$ cat config.mk
export PLATFORM = sky130hd
export DESIGN_NAME = i2c_slave_rx
export DESIGN_NICKNAME = d
export VERILOG_FILES = /design/src/rtl/i2c_pkg.sv /design/src/rtl/i2c_sync_edge.sv /design/src/rtl/i2c_slave_rx.sv
export SDC_FILE = /design/constraint.sdc
export NUM_CORES = 1
export LEC_CHECK = 0
export CORE_ASPECT_RATIO = 0.9
export CORE_MARGIN = 2
export CORE_UTILIZATION = 48
export DETAILED_ROUTE_END_ITERATION = 12
export PLACE_DENSITY = 0.74
export SETUP_SLACK_MARGIN = 0.02
export SLEW_MARGIN = 30
export SYNTH_ARGS = -nofsm -noshare
export SYNTH_HDL_FRONTEND = slang
export SYNTH_SLANG_ARGS = --single-unit
$ cat constraint.sdc
create_clock -name clk -period 1.8 [get_ports clk]
set_input_delay 0.27 -clock clk [delete_from_list [all_inputs] [get_ports clk]]
set_output_delay 0.27 -clock clk [all_outputs]
set_load 0.005 [all_outputs]
$ cat src/rtl/i2c_pkg.sv
// Shared definitions for the I2C receive-only slave: FSM states and bit count.
package i2c_pkg;

  // Bits per I2C byte (address+R/W or data), excluding the ACK bit.
  localparam int unsigned I2C_BITS = 8;

  // Value of the 3-bit bit counter when the last bit of a byte is sampled.
  localparam logic [2:0] BIT_CNT_LAST = 3'(I2C_BITS - 1);

  // Receiver state machine.
  typedef enum logic [2:0] {
    ST_IDLE     = 3'd0,
    ST_ADDR     = 3'd1,
    ST_ADDR_ACK = 3'd2,
    ST_DATA     = 3'd3,
    ST_DATA_ACK = 3'd4,
    ST_IGNORE   = 3'd5
  } i2c_state_e;

endpackage

$ cat src/rtl/i2c_sync_edge.sv
// Two-flop synchronizer followed by a one-flop edge detector for one raw
// I2C line. The flops reset to 1 because an idle I2C bus is pulled high.
module i2c_sync_edge (
  input  logic clk,
  input  logic rst_n,
  input  logic i_line,
  output logic o_level,
  output logic o_rise,
  output logic o_fall
);

  logic r_meta;
  logic r_sync;
  logic r_prev;

  // Synchronize the asynchronous line and keep one cycle of history.
  always_ff @(posedge clk or negedge rst_n) begin
    if (!rst_n) begin
      r_meta <= 1'b1;
      r_sync <= 1'b1;
      r_prev <= 1'b1;
    end else begin
      r_meta <= i_line;
      r_sync <= r_meta;
      r_prev <= r_sync;
    end
  end

  assign o_level = r_sync;
  assign o_rise  = r_sync & ~r_prev;
  assign o_fall  = ~r_sync & r_prev;

endmodule

$ cat src/rtl/i2c_slave_rx.sv
// Write-only I2C slave receiver. Acknowledges its own address with R/W = 0,
// then ACKs every data byte and presents it on data_o with a one-clk
// load_command strobe. Read requests and other addresses are ignored.
// START and STOP take priority over bit sampling in the same clk.
// dbg_state mirrors the FSM state register for observation.
module i2c_slave_rx
  import i2c_pkg::*;
#(
  parameter logic [6:0] SLAVE_ADDR = 7'h48
) (
  input  logic       clk,
  input  logic       rst_n,
  input  logic       scl_i,
  input  logic       sda_i,
  output logic       sda_oe,
  output logic [7:0] data_o,
  output logic       load_command,
  output logic       busy,
  output i2c_state_e dbg_state
);

  logic       w_scl;
  logic       w_scl_rise;
  logic       w_scl_fall;
  logic       w_sda;
  logic       w_sda_rise;
  logic       w_sda_fall;
  logic       w_start;
  logic       w_stop;
  logic       w_last_bit;
  logic       w_addr_match;
  logic [7:0] w_shift_next;

  i2c_state_e r_state;
  logic [2:0] r_bit_cnt;
  logic [7:0] r_shift;
  logic [7:0] r_data;
  logic       r_load;
  logic       r_sda_oe;

  i2c_sync_edge u_scl_sync (
    .clk     (clk),
    .rst_n   (rst_n),
    .i_line  (scl_i),
    .o_level (w_scl),
    .o_rise  (w_scl_rise),
    .o_fall  (w_scl_fall)
  );

  i2c_sync_edge u_sda_sync (
    .clk     (clk),
    .rst_n   (rst_n),
    .i_line  (sda_i),
    .o_level (w_sda),
    .o_rise  (w_sda_rise),
    .o_fall  (w_sda_fall)
  );

  assign w_start      = w_sda_fall & w_scl;
  assign w_stop       = w_sda_rise & w_scl;
  assign w_shift_next = {r_shift[6:0], w_sda};
  assign w_last_bit   = (r_bit_cnt == BIT_CNT_LAST);
  assign w_addr_match = (w_shift_next[7:1] == SLAVE_ADDR) && !w_shift_next[0];

  // Receiver FSM: byte assembly, ACK drive and data hand-off.
  // The ACK window is tracked by r_sda_oe itself: the first SCL fall in an
  // ACK state opens it, the second closes it and moves on to DATA.
  always_ff @(posedge clk or negedge rst_n) begin
    if (!rst_n) begin
      r_state   <= ST_IDLE;
      r_bit_cnt <= 3'd0;
      r_shift   <= 8'h00;
      r_data    <= 8'h00;
      r_load    <= 1'b0;
      r_sda_oe  <= 1'b0;
    end else begin
      r_load <= 1'b0;
      if (w_stop) begin
        r_state   <= ST_IDLE;
        r_sda_oe  <= 1'b0;
        r_bit_cnt <= 3'd0;
        r_shift   <= 8'h00;
      end else if (w_start) begin
        r_state   <= ST_ADDR;
        r_sda_oe  <= 1'b0;
        r_bit_cnt <= 3'd0;
        r_shift   <= 8'h00;
      end else begin
        case (r_state)
          ST_ADDR: begin
            if (w_scl_rise) begin
              r_shift   <= w_shift_next;
              r_bit_cnt <= r_bit_cnt + 3'd1;
              if (w_last_bit) begin
                r_state <= w_addr_match ? ST_ADDR_ACK : ST_IGNORE;
              end
            end
          end
          ST_DATA: begin
            if (w_scl_rise) begin
              r_shift   <= w_shift_next;
              r_bit_cnt <= r_bit_cnt + 3'd1;
              if (w_last_bit) begin
                r_state <= ST_DATA_ACK;
              end
            end
          end
          ST_ADDR_ACK, ST_DATA_ACK: begin
            if (w_scl_fall) begin
              if (!r_sda_oe) begin
                r_sda_oe <= 1'b1;
                if (r_state == ST_DATA_ACK) begin
                  r_data <= r_shift;
                  r_load <= 1'b1;
                end
              end else begin
                r_sda_oe  <= 1'b0;
                r_state   <= ST_DATA;
                r_bit_cnt <= 3'd0;
                r_shift   <= 8'h00;
              end
            end
          end
          default: begin
            // IDLE and IGNORE wait for START/STOP, handled above.
          end
        endcase
      end
    end
  end

  assign sda_oe       = r_sda_oe;
  assign data_o       = r_data;
  assign load_command = r_load;
  assign busy         = (r_state == ST_ADDR_ACK) || (r_state == ST_DATA) ||
                        (r_state == ST_DATA_ACK);
  assign dbg_state    = r_state;

endmodule

### Yosys cells after proc, flatten, opt, wreduce, memory -nomap -nowiden

Cells that the tools add are included.

* flip-flop bits (word level): 30

* equality and inequality tests: 13
* multiplexer cells: 33
* add/sub/neg operators: 1
* bitwise operators: 13
* reduce and logical (&&, ||, !) cells: 14

Operators by type and width (number)
* 3-bit 2-to-1 mux: 14
* 8-bit 2-to-1 mux: 5
* 8-bit case mux with 2 select lines: 1
* 4-bit by 3-bit inequality test with 1-bit output (second input constant): 3
* 4-bit inequality test (second input constant): 3
* 1-bit 2-to-1 mux: 11
* 3-bit case mux with 3 select lines: 1
* 7-bit == test (second input constant): 1
* 1-bit inverter: 7
* 7-bit AND reduction: 1
* 1-bit AND: 6
* 3-bit by 2-bit == test with 1-bit output (second input constant): 2
* 3-bit == test (second input constant): 2
* 3-bit case mux with 2 select lines: 1
* 6-bit AND reduction: 1
* 3-bit nonzero test: 2
* 5-bit nonzero test: 1
* 4-bit by 1-bit inequality test with 1-bit output (second input constant): 1
* 4-bit AND reduction: 1
* 4-bit nonzero test: 1
* 2-bit OR reduction: 2
* 3-bit by 1-bit adder with 3-bit output (second input constant): 1
* 3-bit by 1-bit == test with 1-bit output (second input constant): 1
* 1-bit logical OR: 2
* other kinds (3): 3

### Depth between registers and ports, before layout

* word-level depth: 8
* mapped depth: 6
* gate-level depth less buffers: 5

### By module

From an unflattened synthesis, not the netlist that was laid out.

* cell total of the unflattened synthesis: 94
* area, all modules: 1286.2 um^2

By module, submodules not included
* i2c_slave_rx: cells an instance 84, instances 1, area an instance 1098.6 um^2
* i2c_sync_edge: cells an instance 5, instances 2, area an instance 93.8 um^2

### Least setup slack after synthesis

Ideal clock, no wire load.

* path kind: register to register
* start point: reg r_state[1] (netlist: dbg_state[1])
* end point: reg r_bit_cnt[1]
* path slack: -0.015 ns
* cell stages (with the launch flop): 7
* arrival: 1.694 ns
* path buffers: 2
* cell sequence: dfrtp_1 buf_6 xnor2_2 or4b_4 and3b_4 buf_6 a22o_1

* cells in the longest elaborated chain, start to end: 5
* elaborated cells on any way between the ends: 14
* classes of those cells: eq/ne (7); mux (3); reduce/logical (4)

Ends and longest elaborated chain
* start, declared: line i2c_slave_rx.sv:34 `i2c_state_e r_state;`
* start signal, assigned: line i2c_slave_rx.sv:95 `r_state <= w_addr_match ? ST_ADDR_ACK : ST_IGNORE;`
* 3-bit == test (tied with other cells): line i2c_slave_rx.sv:89 `case (r_state)`
* 2-bit OR reduction, on equally long branches
* 3-bit case mux with 2 select lines: line i2c_slave_rx.sv:89
* 3-bit 2-to-1 mux: line i2c_slave_rx.sv:83 `end else if (w_start) begin`
* 3-bit 2-to-1 mux: line i2c_slave_rx.sv:78 `if (w_stop) begin`
* end signal, assigned: line i2c_slave_rx.sv:93 `r_bit_cnt <= r_bit_cnt + 3'd1;`
* end signal, assigned: line i2c_slave_rx.sv:102 `r_bit_cnt <= r_bit_cnt + 3'd1;`
* end, declared: line i2c_slave_rx.sv:35 `logic [2:0] r_bit_cnt;`

Several ways; a longest one is shown, not always the timed one.
A chain may end at the register's enable or synchronous reset.

### Final worst setup path

* start point: reg u_scl_sync.r_prev
* end point: reg r_bit_cnt[0]

* cells in the longest elaborated chain, start to end: 4
* elaborated cells on any way between the ends: 6
* classes of those cells: eq/ne (2); bitwise (3); reduce/logical (1)

Ends and longest elaborated chain
* start, declared: line i2c_sync_edge.sv:14 `logic r_prev;`
* start signal, assigned: line i2c_sync_edge.sv:25 `r_prev <= r_sync;`
* 1-bit inverter: line i2c_sync_edge.sv:30 `assign o_rise = r_sync & ~r_prev;`
* 1-bit AND: line i2c_sync_edge.sv:30
* 4-bit by 1-bit inequality test with 1-bit output (no line)
* 4-bit AND reduction (no line) (*)

Mark *: on every way between the ends. The rest lies on a longest branch, timed or not.

==> flow_metrics.env <==
export IMPL_hold_path_class="input port to asynchronous set/reset pin"
export IMPL_crit_type="flip-flop to flip-flop"
export IMPL_mostFrequentLayoutCell="dfrtp_1"
export IMPL_status="finished, violations left"
export IMPL_grt_usage_pct=19.13
export IMPL_antenna_found_initial=0
export IMPL_async_flop_share_pct=100.0
export IMPL_grt_pass1_wl_mm=4.450
export IMPL_ys_seq_area_share_pct=55.55
export IMPL_clkTransAtPathRegs_ps=100
export IMPL_die_h_um=54.59
export IMPL_dieArea_sq_um=3287
export IMPL_ant_nets=0
export IMPL_worst_r2r_path_depth=4
export IMPL_drc=0
export IMPL_worstPathCellList="nand2b_4 -> or4b_4 -> and3b_4 -> mux2_4"
export IMPL_worst_path_buf_inv=0
export IMPL_end_kind="flip-flop"
export IMPL_ys_ff_latch=30
export IMPL_finalCritPeriodShare_pct=101.0
export IMPL_min_period_ps=1817
export IMPL_rows=18
export IMPL_cellPowerDensity_nw_per_um2=999.1
export IMPL_cts_tree="done"
export IMPL_final_max_slew_viol_count=0
export IMPL_avgViaCountPerCell=5.559
export IMPL_syn_avg_cell_area_sq_um=12.76
export IMPL_io_pins=18
export IMPL_finalSetupViolCount=1
export IMPL_cp_slowest_stage_delay_ps=570
export IMPL_vdd_drop_max_uv=642.3
export IMPL_dr_pass1_iters=4
export IMPL_netlist_area_sq_um=1365
export IMPL_cp_required_ps=2020
export IMPL_floorplan_initialDensity_pct=50.09
export IMPL_fin_skew_ps=13.09
export IMPL_cap_violations=0
export IMPL_finalPower_mw=1.721
export IMPL_syn_to_final_growth_pct=26.21
export IMPL_drtIter0Drc=26
export IMPL_power_leakage_nw=0.8092
export IMPL_grt_pass1_vias=960
export IMPL_slew_limit_headroom_pct=73.06
export IMPL_final_hold_viol_count=0
export IMPL_final_cells=177
export IMPL_fin_area_sq_um=1723
export IMPL_num_vias=984
export IMPL_fmax_ghz=0.5502
export IMPL_gp_congestion=0.8333
export IMPL_ys_flop_type="dfrtp_1"
export IMPL_path_depth=4
export IMPL_syn_inst=107
export IMPL_rsz0062_at_grt="yes"
export IMPL_violations="setup timing"
export IMPL_cts_buffer_depth=2
export IMPL_post_route_util_pct=63.22
export IMPL_drive_gt1_share_pct=32.85
export IMPL_yosys_warnings=0
export IMPL_worstPathArrival_ps=2040
export IMPL_cts_hold_buf=0
export IMPL_cts_sinks=30
export IMPL_critPathLaunchType="flip-flop"
export IMPL_dieWidth_um=60.21
export IMPL_synth_nets=113
export IMPL_setup_slack_ps=-17.40
export IMPL_final_cell_mix="22 x dfrtp_1, 16 x clkdlybuf4s50_1, 11 x buf_4"
export IMPL_synth_edf_count=0
export IMPL_final_nets=142
export IMPL_clkLatencyLatePin_ps=330
export IMPL_worstPathMaxFanout=6
export IMPL_cpMaxStageDelayCell="dfstp_2"
export IMPL_yosys_cell_types_count=39
export IMPL_cpLargestDelayFamily="simple AND/OR/NAND/NOR gates"
export IMPL_place_inst=167
export IMPL_routed_wl_mm=2.725
export IMPL_gr_total_overflow=0
export IMPL_cts_buffers=5
export IMPL_grt_max_degree=31
export IMPL_portBuffers=17
export IMPL_place_area_sq_um=1623
export IMPL_tightest_slew_ps=404.2
export IMPL_diodes=0
export IMPL_finalSetupTns_ps=-17.40
export IMPL_cts_root_buf="clkbuf_4"
export IMPL_core_region_area_sq_um=2725
export IMPL_wl_per_cell_um=15.40
export IMPL_cts_max_level=2
export IMPL_dp_hpwl_mm=1.802
## logic make-up after synthesis
| kind of cell | after synthesis | synth area share (%) |
|---|---|---|
| AO/OA/AOI/OAI | 24 | 13.75 |
| XOR/XNOR | 2 | 1.834 |
| adder cells (fa/ha/maj) | 2 | 1.833 |
| buffers and inverters | 11 | 4.674 |
| flip-flops | 30 | 55.55 |
| multiplexers | 10 | 8.158 |
| AND/OR/NAND/NOR | 28 | 14.21 |
## final cells by class
cell class	instances	area (sq um)
clock buffers	6	51.30
clock inverters	2	12.51
fillers	221	1002
inverters	4	15.01
multi-input cells	67	581.8
flip-flops and latches	30	760.7
well taps	40	50.05
repair buffers	28	251.5
## worst register-to-register path, stage by stage, from the launching register on
cell	delay [ps]
dfstp_2	570
nand2b_4	60
or4b_4	580
and3b_4	240
mux2_4	260
## metrics by stage
step,hold slack [ps],worst slack (ps)
2_1_floorplan,-25.59,21.12
3_3_place_gp,345.6,49.84
3_5_place_dp,346.8,7.507
4_1_cts,313.8,0.9346
5_1_grt,346.1,-31.01
6_report,301.4,-17.40
## final timing paths
path	to	slack, ps	startpoint
max	r_bit_cnt[0]$_DFFE_PN0P_	-20	u_scl_sync.r_prev$_DFF_PN1_
min	dbg_state[1]$_DFFE_PN0P_	300	rst_n
max reg2reg	r_bit_cnt[0]$_DFFE_PN0P_	-20	u_scl_sync.r_prev$_DFF_PN1_
min reg2reg	u_scl_sync.o_level$_DFF_PN1_	360	u_scl_sync.r_meta$_DFF_PN1_
max in group asynchronous	u_sda_sync.o_level$_DFF_PN1_	1170	rst_n
min in group clk	u_scl_sync.r_meta$_DFF_PN1_	350	scl_i
## synth_stat cells (all sizes together) (2+ instances only)
cell type / count / area, sq um
a21o: 3 / 22.52
a221oi: 2 / 17.52
a22o: 6 / 52.55
and2: 2 / 12.51
and4: 3 / 26.28
buf: 3 / 33.78
clkbuf: 4 / 15.01
dfrtp: 24 / 600.6
dfstp: 6 / 157.7
ha: 2 / 25.02
inv: 4 / 15.01
mux2: 9 / 101.4
nand2: 5 / 18.77
nand2b: 3 / 18.77
nand3: 2 / 10.01
nor2b: 3 / 18.77
o21ai: 4 / 20.02
## metal layers
| layer | track usage [%] | vias up | wire length (um) |
|---|---|---|---|
| met5 | 0 | - | 0 |
| met4 | 12.96 | 0 | 90 |
| met3 | 6.147 | 12 | 204 |
| met2 | 27.17 | 47 | 1183 |
| met1 | 24.89 | 472 | 1246 |
| li1 | - | 453 | - |
## report_power, final
| part | switching, mW | total (mW) | internal, mW |
|---|---|---|---|
| Sequential | 0.0795 | 0.841 | 0.762 |
| Clock | 0.244 | 0.431 | 0.188 |
| Combinational | 0.191 | 0.449 | 0.258 |
## state kept, by name (all words and copies together) (netlist names), 3 cells and up
register,cells
dbg_state,3
r_shift,8
data_o,8
r_bit_cnt,3
## repair_timing
action,CTS,global route
setup buffers,1,0
cloned,1,0
pin swaps,0,3
setup endpoints to repair,4,10
gates resized for setup,4,3
Note: power is estimated with default switching activity, not from simulation.
